**config.mk**
```make
export PLATFORM = sky130hd
export DESIGN_NAME = sat_mode_sequencer
export DESIGN_NICKNAME = d
export VERILOG_FILES = /design/src/rtl/sat_mode_sequencer.sv
export SDC_FILE = /design/constraint.sdc
export NUM_CORES = 1
export LEC_CHECK = 0
export ABC_AREA = 1
export CORE_MARGIN = 2
export CORE_UTILIZATION = 50
export CTS_CLUSTER_DIAMETER = 40
export CTS_CLUSTER_SIZE = 12
export DETAILED_ROUTE_END_ITERATION = 8
export PLACE_DENSITY = 0.76
export SLEW_MARGIN = 10
export SYNTH_ARGS = -nofsm -noshare
export SYNTH_HDL_FRONTEND = slang
export SYNTH_SLANG_ARGS = --single-unit
```
**constraint.sdc**
```tcl
create_clock -name clk -period 1.6 [get_ports clk]
set_input_delay 0.48 -clock clk [delete_from_list [all_inputs] [get_ports clk]]
set_output_delay 0.48 -clock clk [all_outputs]
set_load 0.01 [all_outputs]
```
**src/rtl/sat_mode_sequencer.sv**
```systemverilog
// Mode-switch sequencer for the saturator mux: waits for the upstream stream to
// go quiet (or times out), swaps the mux select, and blanks output valid while it settles.
module sat_mode_sequencer #(
  parameter int QUIET_CYCLES   = 4,
  parameter int SETTLE_CYCLES  = 2,
  parameter int TIMEOUT_CYCLES = 255
) (
  input  logic       clk,
  input  logic       reset,
  input  logic [1:0] mode_req,
  input  logic       mode_req_valid,
  output logic       mode_req_ready,
  input  logic       ast_sink_valid,
  input  logic       sat_valid_in,
  output logic [1:0] sel,
  output logic       ast_source_valid,
  output logic       mode_ack,
  output logic       busy,
  output logic       forced
);

  typedef enum logic [1:0] {IDLE, DRAIN, SWITCH, SETTLE} state_t;

  localparam logic [8:0] QUIET_LIM   = 9'(QUIET_CYCLES);
  localparam logic [8:0] TIMEOUT_LIM = 9'(TIMEOUT_CYCLES);
  localparam logic [7:0] SETTLE_LAST = 8'(SETTLE_CYCLES - 1);

  state_t     state;
  logic [1:0] pending;
  logic [7:0] quiet_cnt;
  logic [7:0] timeout_cnt;
  logic [7:0] settle_cnt;
  logic [8:0] quiet_next;
  logic [8:0] timeout_next;
  logic       blank;

  // Counter look-ahead is one bit wider so a limit of 255 compares cleanly.
  always_comb begin
    quiet_next   = ast_sink_valid ? 9'd0 : ({1'b0, quiet_cnt} + 9'd1);
    timeout_next = {1'b0, timeout_cnt} + 9'd1;
  end

  assign mode_req_ready   = (state == IDLE);
  assign busy             = (state != IDLE);
  assign blank            = (state == SWITCH) || (state == SETTLE);
  assign ast_source_valid = sat_valid_in & ~blank;

  always_ff @(posedge clk or posedge reset) begin
    if (reset) begin
      state       <= IDLE;
      sel         <= 2'd0;
      pending     <= 2'd0;
      quiet_cnt   <= 8'd0;
      timeout_cnt <= 8'd0;
      settle_cnt  <= 8'd0;
      mode_ack    <= 1'b0;
      forced      <= 1'b0;
    end else begin
      mode_ack <= 1'b0;
      case (state)
        IDLE: begin
          if (mode_req_valid && mode_req_ready) begin
            pending <= mode_req;
            forced  <= 1'b0;
            if (mode_req == sel) begin
              mode_ack <= 1'b1;
            end else begin
              state       <= DRAIN;
              quiet_cnt   <= 8'd0;
              timeout_cnt <= 8'd0;
            end
          end
        end
        DRAIN: begin
          quiet_cnt   <= quiet_next[7:0];
          timeout_cnt <= timeout_next[7:0];
          // Quiet exit takes priority so a coincident timeout is not reported as forced.
          if (quiet_next == QUIET_LIM) begin
            state <= SWITCH;
          end else if (timeout_next == TIMEOUT_LIM) begin
            state  <= SWITCH;
            forced <= 1'b1;
          end
        end
        SWITCH: begin
          sel        <= pending;
          settle_cnt <= 8'd0;
          state      <= SETTLE;
        end
        SETTLE: begin
          if (settle_cnt == SETTLE_LAST) begin
            state    <= IDLE;
            mode_ack <= 1'b1;
          end else begin
            settle_cnt <= settle_cnt + 8'd1;
          end
        end
        default: state <= IDLE;
      endcase
    end
  end

endmodule

```
==> out/results.ini <==
[run_status]
status=finished with violations
violations=negative setup slack

[global_route]
antenna_found_initial=0
grt_pass1_vias=1695
grt_max_degree=33
grt_pass1_wl_um=7510
grtUsageTotal_pct=22.6
overflow=0

[placement]
place_area_um2=2330
dp_hpwl_um=2890
gp_congestion=0.873
portBuffers=13
dp.cells=333

[setup_path]
crit_path_end_kind=output port
critPathArrivalTime_ps=1270
start_kind=register
cp_cell_sequence=buf_6 -> ha_4 -> nor3b_2 -> buf_2
crit_path_max_fanout=2
cpPeakStageDelay_ps=410
critical_path.slowest_cell=dfrtp_1
crit_required_ps=1120
critPathKind=register to output port

[synth]
yosys.area_share.simple_pct=28.0
yosys_warnings=0
synth-seq-cells=32
muxShareOfSynthArea_pct=0.584
synth_cell_types=29
synth_xor_area_share_pct=2.72
synth_area_per_cell_um2=7.81
synth_compound_area_share_pct=12.1
synthesis.nets=263
synth_top_family_by_area=simple AND/OR/NAND/NOR gates
yosys.area.top_type=dfrtp_1
yosysTopAreaCellShare_pct=41.5
syn_inst=247
syn_area_um2=1930
synth-adder-area-share_pct=5.84
yosys-top-cells-area=dfrtp_1 (42%), nand2_1 (12%), inv_1 (7.4%), ha_1 (5.8%), nand3_1 (4.9%)
ys_seq_area_share_pct=41.5

[power_and_ir_drop]
ir_drop_uv=1230
internal-power_uw=2500
swShare_pct=40.3
power_switching_uw=1690
power_density_nw_per_um2=1540
clkPwrFrac_pct=15.9
sequentialPowerShare_pct=26.7
total_leakage_power_uw=0.00125
comb_power_share_pct=57.4

[timing]
period_minus_slack_ps=1750
hold_viol=0
finalWorstSetupSlack_ps=-146
worst_pin_slew_ps=262
period_share_pct=109
drv_slew=0
relSlewSlack_pct=82.4
rsz0062_at_grt=yes
setup_viol=22
clock.fmax_mhz=573
skew_ps=3.72

[cells_and_area]
final_cell_mix=nand2_1 (58), inv_1 (34), dfrtp_1 (32)
nets=316
design_area_um2=2720
finish.utilization_pct=73.7
fillers=253
multi_input_area_um2=1160
drive_gt1_share_pct=35.3
ff_latch_area_um2=801
area_growth_pct=40.9
final_common_cell=nand2_1
final-instance-count-excl-fill=348
n_antenna_cell=0

[cts]
clk_latency_ps=280
hold_buffers=0
cts_buffers=5
cts.sinks=32
clk_pin_slew_ps=60
clock_tree.buffer_depth=2
clock-root-buffer=clkbuf_8
cts_tree=done
htree_num_levels=2

[routing]
detailedRoute.firstIterationViolations=99
wl_per_cell_um=13.2
drc=0
ant_nets=0
drtPass1Iterations=4
viasPerCell=5.13
drt_wl_total_um=4610
vias=1786

[run]
max_cap_viol_count=0

[floorplan]
die_w_um=66.1
start_util_pct=52.3
core_um2=3690
die_height_um=66.1
pin_count=14
die-area_um2=4370
num_rows=22

[min_path]
hold_class=register to register

critical path: cells and delay by family, from the launching register on:
family | cells | cell delay [ps]
DFF | 1 | 410
and+or+nand+nor | 1 | 140
adders and majority gates | 1 | 150
buffers and inverters | 2 | 290
synthesized netlist by cell type:
library cell	n
inv_1	38
nand2_2	3
nor2_4	1
ha_1	9
nor2_2	5
nand4_1	4
or2_2	2
o21ai_1	2
xnor2_1	4
nand3_2	1
buf_4	1
nor4_4	1
nand2_1	63
buf_2	2
nor3_1	2
o21ai_0	16
dfrtp_1	32
xor2_1	2
nand3_1	19
o21ai_4	1
a21oi_1	5
mux2_2	1
nor3b_1	1
o22ai_1	12
a21oi_2	3
nor2_1	13
buf_8	1
clkinv_1	1
or2_1	2
state kept, by name, summed over array words and instances, names as in the netlist:
| signal | cells |
|---|---|
| quiet_cnt | 8 |
| mode_ack | 1 |
| forced | 1 |
| sel | 2 |
| settle_cnt | 8 |
| pending | 2 |
| timeout_cnt | 8 |
| state | 2 |
final timing paths:
path	from	to	slack (ps)	cells past startpoint
worst min register to register	pending[0]$_DFFE_PP0P_	pending[0]$_DFFE_PP0P_	470	2
worst max-delay path	state[0]$_DFFE_PP0P_	ast_source_valid	-150	4
max in group asynchronous	reset	quiet_cnt[7]$_DFFE_PP0P_	890	3
min in group asynchronous	reset	settle_cnt[1]$_DFFE_PP0P_	530	3
worst max register to register	state[0]$_DFFE_PP0P_	timeout_cnt[4]$_DFFE_PP0P_	-60	9
worst min-delay path	pending[0]$_DFFE_PP0P_	pending[0]$_DFFE_PP0P_	470	2
what timing repair did:
action / CTS / global route
pin swaps: 1 / 10
setup buffers: 2 / 3
resized for setup: 44 / 39
gates cloned: 3 / 0
endpoints found under the setup margin: 26 / 22
layout make-up:
type,instances,share of cell area [%]
flip-flops and latches,32,29.5
clock buffers,7,3.55
multi-input cells,172,42.8
inverters,39,5.48
well taps,48,2.21
repair buffers,50,16.5
stage by stage:
step | power, µW | setup TNS, ps | setup WS [ps] | hold WS (ps)
2_1_floorplan | 2190 | 0 | 31.1 | 443
3_3_place_gp | 2800 | -7340 | -530 | 459
3_5_place_dp | 2830 | -7910 | -557 | 465
4_1_cts | 3860 | -942 | -146 | 482
5_1_grt | 4470 | -2340 | -187 | 510
6_report | 4180 | -882 | -146 | 473
power by group through the flow:
stage                     clock network [µW]  registers (µW)  logic, µW
final                                    667            1120       2400
after floorplan                            0            1120       1070
after global routing                     720            1140       2610
after CTS                                689            1100       2070
after global placement                     0            1110       1690
after detailed placement                   0            1120       1720
kinds of logic (layout without fill, tap and decap cells):
kind of cell,Yosys count,in the layout
xor+xnor,6,6
fa+ha+maj,9,9
buf+inv,43,96
flops,32,32
compound gates,39,39
simple gates,117,117
mux,1,1
metal layers:
layer | share of wire, % | routed length, µm | GRT usage [%]
met1 | 46 | 2100 | 29.1
met2 | 52 | 2410 | 38.3
met3 | 1.9 | 86 | 3.75
met4 | 0.22 | 10 | 7.91
met5 | 0 | 0 | 0
No activity file was read; power rests on OpenSTA's default activity.
